--- src/rtl/seven_seg_scan_decoder.sv ---
// seven_seg_scan_decoder
//   Receive side of a multiplexed seven-segment bus. Samples the active-low segment lines and the
//   active-high per-digit anode enables, waits for each strobed digit to settle, decodes it back
//   to BCD and assembles a frame of DIGITS digits, presented with a valid/ack handshake.
//
//   Ports:
//     clk          rising-edge clock
//     n_reset      asynchronous active-low reset
//     seg_n        segments a..g on seg_n[6..0], active-low
//     an           anode enables, active-high, an[i] selects digit i
//     frame_bcd    digit i on frame_bcd[4i+3:4i] (4'hF for an undecodable pattern)
//     frame_blank  bit i set when digit i was dark
//     frame_valid  frame_bcd/frame_blank hold a complete, unacknowledged frame
//     frame_ack    consumer accepts the frame; only looked at while frame_valid is high
//     seg_err      1-cycle pulse: undecodable segment pattern captured, or multi-hot anode seen
//     overrun      1-cycle pulse: a new frame replaced one that was never acknowledged
//
//   Build option: define SEVEN_SEG_INPUT_SYNC_EN to pass seg_n/an through a 2-flop synchronizer
//   (adds 2 cycles to every latency) when the bus is asynchronous to clk.
module seven_seg_scan_decoder #(
    parameter int unsigned DIGITS        = 4,
    parameter int unsigned STABLE_CYCLES = 4
) (
    input  logic                  clk,
    input  logic                  n_reset,
    input  logic [6:0]            seg_n,
    input  logic [DIGITS-1:0]     an,
    output logic [4*DIGITS-1:0]   frame_bcd,
    output logic [DIGITS-1:0]     frame_blank,
    output logic                  frame_valid,
    input  logic                  frame_ack,
    output logic                  seg_err,
    output logic                  overrun
);

    localparam int unsigned CW = $clog2(STABLE_CYCLES + 1);
    localparam logic [CW-1:0] CNT_MAX = CW'(STABLE_CYCLES);

    typedef enum logic [1:0] {StIdle, StSettle, StCaptured} state_t;

    logic [6:0]        seg_s;
    logic [DIGITS-1:0] an_s;

`ifdef SEVEN_SEG_INPUT_SYNC_EN
    logic [6:0]        seg_m1, seg_m2;
    logic [DIGITS-1:0] an_m1, an_m2;

    // Reset to the "bus idle" value so nothing looks like a strobe after reset.
    always_ff @(posedge clk or negedge n_reset) begin
        if (!n_reset) begin
            seg_m1 <= 7'h7F;
            seg_m2 <= 7'h7F;
            an_m1  <= '0;
            an_m2  <= '0;
        end else begin
            seg_m1 <= seg_n;
            seg_m2 <= seg_m1;
            an_m1  <= an;
            an_m2  <= an_m1;
        end
    end

    assign seg_s = seg_m2;
    assign an_s  = an_m2;
`else
    assign seg_s = seg_n;
    assign an_s  = an;
`endif

    state_t                   state_q;
    logic [DIGITS+6:0]        prev_q;
    logic [CW-1:0]            cnt_q;
    logic [DIGITS-1:0]        seen_q;
    logic [4*DIGITS-1:0]      slot_bcd_q;
    logic [DIGITS-1:0]        slot_blank_q;

    logic [3:0]               dec_bcd;
    logic                     dec_blank;
    logic                     dec_illegal;

    always_comb begin
        dec_bcd     = 4'h0;
        dec_blank   = 1'b0;
        dec_illegal = 1'b0;
        case (seg_s)
            7'b0000001: dec_bcd = 4'd0;
            7'b1001111: dec_bcd = 4'd1;
            7'b0010010: dec_bcd = 4'd2;
            7'b0000110: dec_bcd = 4'd3;
            7'b1001100: dec_bcd = 4'd4;
            7'b0100100: dec_bcd = 4'd5;
            7'b0100000: dec_bcd = 4'd6;
            7'b0001111: dec_bcd = 4'd7;
            7'b0000000: dec_bcd = 4'd8;
            7'b0000100: dec_bcd = 4'd9;
            7'b1111111: dec_blank = 1'b1;
            default: begin
                dec_bcd     = 4'hF;
                dec_illegal = 1'b1;
            end
        endcase
    end

    logic [DIGITS+6:0] s_now;
    logic              same;
    logic              an_zero;
    logic              an_onehot;
    logic              an_multi;
    logic              fresh;
    logic [CW-1:0]     cnt_inc;
    logic              capture;
    logic              frame_done;

    assign s_now     = {an_s, seg_s};
    assign same      = (s_now == prev_q);
    assign an_zero   = (an_s == '0);
    assign an_onehot = $onehot(an_s);
    assign an_multi  = !an_zero && !an_onehot;
    // A sample gets the IDLE treatment in IDLE, or whenever it differs from the previous one.
    assign fresh     = (state_q == StIdle) || !same;
    assign cnt_inc   = (cnt_q == CNT_MAX) ? cnt_q : cnt_q + CW'(1);
    assign capture   = fresh ? (an_onehot && (STABLE_CYCLES == 1))
                             : ((state_q == StSettle) && (cnt_inc == CNT_MAX));
    assign frame_done = &seen_q;

    always_ff @(posedge clk or negedge n_reset) begin
        if (!n_reset) begin
            state_q <= StIdle;
            prev_q  <= {{DIGITS{1'b0}}, 7'h7F};
            cnt_q   <= '0;
            seg_err <= 1'b0;
        end else begin
            prev_q  <= s_now;
            // Multi-hot flagged once per distinct offending sample, so the pulse cannot stick.
            seg_err <= (!same && an_multi) || (capture && dec_illegal);
            if (fresh) begin
                if (an_onehot) begin
                    cnt_q   <= CW'(1);
                    state_q <= capture ? StCaptured : StSettle;
                end else begin
                    cnt_q   <= '0;
                    state_q <= StIdle;
                end
            end else if (state_q == StSettle) begin
                cnt_q <= cnt_inc;
                if (capture) begin
                    state_q <= StCaptured;
                end
            end
        end
    end

    always_ff @(posedge clk or negedge n_reset) begin
        if (!n_reset) begin
            seen_q       <= '0;
            slot_bcd_q   <= '0;
            slot_blank_q <= '0;
            frame_bcd    <= '0;
            frame_blank  <= '0;
            frame_valid  <= 1'b0;
            overrun      <= 1'b0;
        end else begin
            // capture implies an_s is one-hot, so it doubles as the slot select.
            seen_q <= (frame_done ? '0 : seen_q) | (capture ? an_s : '0);
            for (int i = 0; i < int'(DIGITS); i++) begin
                if (capture && an_s[i]) begin
                    slot_bcd_q[4*i +: 4] <= dec_bcd;
                    slot_blank_q[i]      <= dec_blank;
                end
            end
            if (frame_done) begin
                frame_bcd   <= slot_bcd_q;
                frame_blank <= slot_blank_q;
                frame_valid <= 1'b1;
                overrun     <= frame_valid && !frame_ack;
            end else begin
                overrun <= 1'b0;
                if (frame_valid && frame_ack) begin
                    frame_valid <= 1'b0;
                end
            end
        end
    end

endmodule
--- config.mk ---
export PLATFORM = sky130hd
export DESIGN_NAME = seven_seg_scan_decoder
export DESIGN_NICKNAME = d
export VERILOG_FILES = /design/src/rtl/seven_seg_scan_decoder.sv
export SDC_FILE = /design/constraint.sdc
export NUM_CORES = 1
export LEC_CHECK = 0
export ABC_CLOCK_PERIOD_IN_PS = 2200
export CORE_MARGIN = 2
export CORE_UTILIZATION = 49
export CTS_CLUSTER_DIAMETER = 40
export DETAILED_ROUTE_END_ITERATION = 8
export PLACE_DENSITY = 0.75
export SYNTH_ARGS = -nofsm -noshare
export SYNTH_HDL_FRONTEND = slang
export SYNTH_SLANG_ARGS = --single-unit
--- constraint.sdc ---
create_clock -name clk -period 2.2 [get_ports clk]
set_input_delay 0.55 -clock clk [delete_from_list [all_inputs] [get_ports clk]]
set_output_delay 0.55 -clock clk [all_outputs]
set_load 0.02 [all_outputs]
==> results_dict.tcl <==
set metrics [dict create \
    synth_top_area_cell "dfrtp_1" \
    die_w_um 80.7 \
    fill_cells 435 \
    synth_most_common_cell "dfrtp_1" \
    dr.pass1.iters 4 \
    start_util_pct 51.6 \
    clockBufferDepth 2 \
    grt_max_degree 64 \
    syn_area_per_cell_um2 13.3 \
    first_iter_violations 81 \
    post-synth-top-area-fraction_pct 48.7 \
    p_per_area_nw_per_um2 654 \
    areaGrowthSynthToFinish_pct 30.1 \
    ys.flop_type "dfrtp_1" \
    ant_nets 0 \
    grt_pass1_vias 1859 \
    crit_path_cell_trace "ha_2 > or3b_1 > a31oi_1 > and4b_2 > and3_4 > mux2_4" \
    die_y_um 80.7 \
    tns_ns 0 \
    power.leakage_nw 1.77 \
    synth_cells 217 \
    p_int_w 0.00189 \
    dieArea_um2 6500 \
    cap_violations 0 \
    antenna_found_initial 0 \
    period_needed_ns 2.18 \
    endpoint_kind "flip-flop" \
    cp_max_fo 6 \
    vias 1867 \
    ys_warn_count 0 \
    grt_use_total_pct 18.1 \
    p_switching_w 0.000564 \
    hold_viol_final 0 \
    clk_latency_ns 0.34 \
    p_sw_share_pct 23.0 \
    synthTopCellsByArea "dfrtp_1 49%, mux2_4 10%, mux2_2 8.2%, dfstp_2 6.4%, xnor2_1 3.3%" \
    fin_nets 303 \
    cts_inserted_buffers 9 \
    slowest_stage "dfrtp_1" \
    tightestPinTransition_ns 0.678 \
    numPortBuffers 36 \
    routed_wl_um 5230 \
    gp_congestion 0.806 \
    crit_required_ns 2.43 \
    cts_tree "built" \
    grt-ovfl-total 0 \
    synth_nets 237 \
    max_freq_mhz 460 \
    finalSetupViolCount 0 \
    viasPerCell 5.20 \
    grt_pass1_wl_um 8700 \
    combPwrFrac_pct 10.0 \
    relSlewSlack_pct 54.8 \
    max-vdd-ir-drop_uv 440 \
    crit_path_start_kind "flip-flop" \
    hold_path_class "in -> async" \
    dp_hpwl_um 3660 \
    fin_skew_ns 0.00712 \
    ctsHoldBuffers 0 \
    period_share_pct 98.9 \
    antenna_cells 0 \
    htree_num_levels 3 \
    reg2reg_depth 6 \
    drc 0 \
    outcome "finished clean" \
    cts.sinks 63 \
    synthArstFlopShare_pct 100 \
    fin_util_pct 67.2 \
    clkTransAtPathRegs_ns 0.07 \
    yosysUniqueCellTypes 44 \
    core_area_um2 5570 \
    wl_per_cell_um 14.6 \
    synth_seq_cells 63 \
    drive_gt1_share_pct 39.0 \
    io_pins 37 \
    power_frac_seq_pct 48.9 \
    final_max_slew_viol_count 0 \
    synth_edf_count 0 \
    pwr-share-clk_pct 41.1 \
    row_count 27 \
    synth_area_um2 2880 \
    worstPathArrival_ns 2.41 \
    slowest_delay_ns 0.41 \
    synth_common_cells "56 x dfrtp_1, 21 x mux2_2, 20 x mux2_4, 11 x xnor2_1, 10 x inv_1" \
    grt_setup_unrepaired "true" \
    synth_seq_area_share_pct 55.1 \
    crit_type "reg -> reg" \
    root_buffer "clkbuf_8" \
]
## what timing repair did
action	in CTS	in global routing
buffers inserted	1	0
resized for setup	17	6
setup endpoints to repair	23	21
pin swaps	7	7
## critical path: cells and delay by family (launching register included)
kind,cells,cell delay (ns)
AOI/OAI and AO/OA,1,0.20
adders and majority gates,1,0.20
DFF,1,0.41
muxes,1,0.31
and+or+nand+nor,3,0.95
## metal layers
layer	global-route usage (%)	vias up	routed length [µm]
met1	23.0	912	2380
met2	28.9	44	2490
met3	6.18	9	284
met4	6.61	0	81
li1	-	902	-
met5	0	-	0
## through the flow
| step | hold WS (ns) | instances | total power (W) | setup WS, ns | cell area (µm²) |
|---|---|---|---|---|---|
| 6_report | 0.206 | 359 | 0.00245 | 0.0239 | 3750 |
| 5_1_grt | 0.230 | 359 | 0.00257 | -0.0421 | 3750 |
| 4_1_cts | 0.217 | 361 | 0.00247 | -0.00254 | 3760 |
| 3_5_place_dp | 0.470 | 347 | 0.00145 | -0.585 | 3560 |
| 3_3_place_gp | 0.460 | 347 | 0.00145 | -0.515 | 3560 |
| 2_1_floorplan | 0.254 | 217 | 0.00132 | 0.0115 | 2880 |
## cells by family after synthesis
family          after synthesis  share of synthesized area (%)
flops                        63                           55.1
mux                          43                           19.3
simple gates                 43                           8.34
compound gates               27                           6.43
buf+inv                      24                           4.61
xor+xnor                     11                           3.35
fa+ha+maj                     6                           2.87
## area by class of cell
class	count	area [µm²]	share of cell area (%)
repair buffers	69	612	16.3
flip-flops and latches	63	1590	42.3
clock buffers	12	155	4.14
well taps	72	90.1	2.40
inverters	10	37.5	1.00
multi-input cells	130	1220	32.7
clock inverters	3	42.5	1.14
## placed cells by master (no fill, tap or decap), types with 6 or more instances in the layout
| cell type | count |
|---|---|
| nand2_1 | 8 |
| dfrtp_1 | 56 |
| mux2_2 | 21 |
| clkdlybuf4s50_1 | 31 |
| xnor2_1 | 11 |
| inv_1 | 6 |
| dfstp_2 | 7 |
| clkbuf_8 | 11 |
| mux2_4 | 20 |
| buf_4 | 32 |
## power by group through the flow
stage | clock network, W | logic, W | registers (W)
detailed placement | 0 | 0.000234 | 0.00122
floorplan | 0 | 0.000101 | 0.00122
global placement | 0 | 0.000226 | 0.00122
global route | 0.00109 | 0.000275 | 0.00120
CTS | 0.00103 | 0.000241 | 0.00120
finish | 0.00101 | 0.000246 | 0.00120
## final timing paths
check	start	endpoint	slack, ns
worst min register to register	seen_q[3]$_DFF_PN0_	seen_q[3]$_DFF_PN0_	0.48
min in group clk	seen_q[3]$_DFF_PN0_	seen_q[3]$_DFF_PN0_	0.48
worst max register to register	cnt_q[0]$_DFFE_PN0P_	slot_blank_q[0]$_DFFE_PN0P_	0.02
worst max-delay path	cnt_q[0]$_DFFE_PN0P_	slot_blank_q[0]$_DFFE_PN0P_	0.02
worst min-delay path	n_reset	slot_bcd_q[0]$_DFFE_PN0P_	0.21
max in group asynchronous	n_reset	prev_q[6]$_DFF_PN1_	1.68
## flip-flops by register name (all words and copies together), names as in the netlist
signal / cells
frame_bcd: 16
prev_q: 11
slot_blank_q: 4
cnt_q: 3
state_q: 2
frame_blank: 4
seen_q: 4
slot_bcd_q: 16
overrun: 1
frame_valid: 1
seg_err: 1
Power figures use the tool's default switching activity.
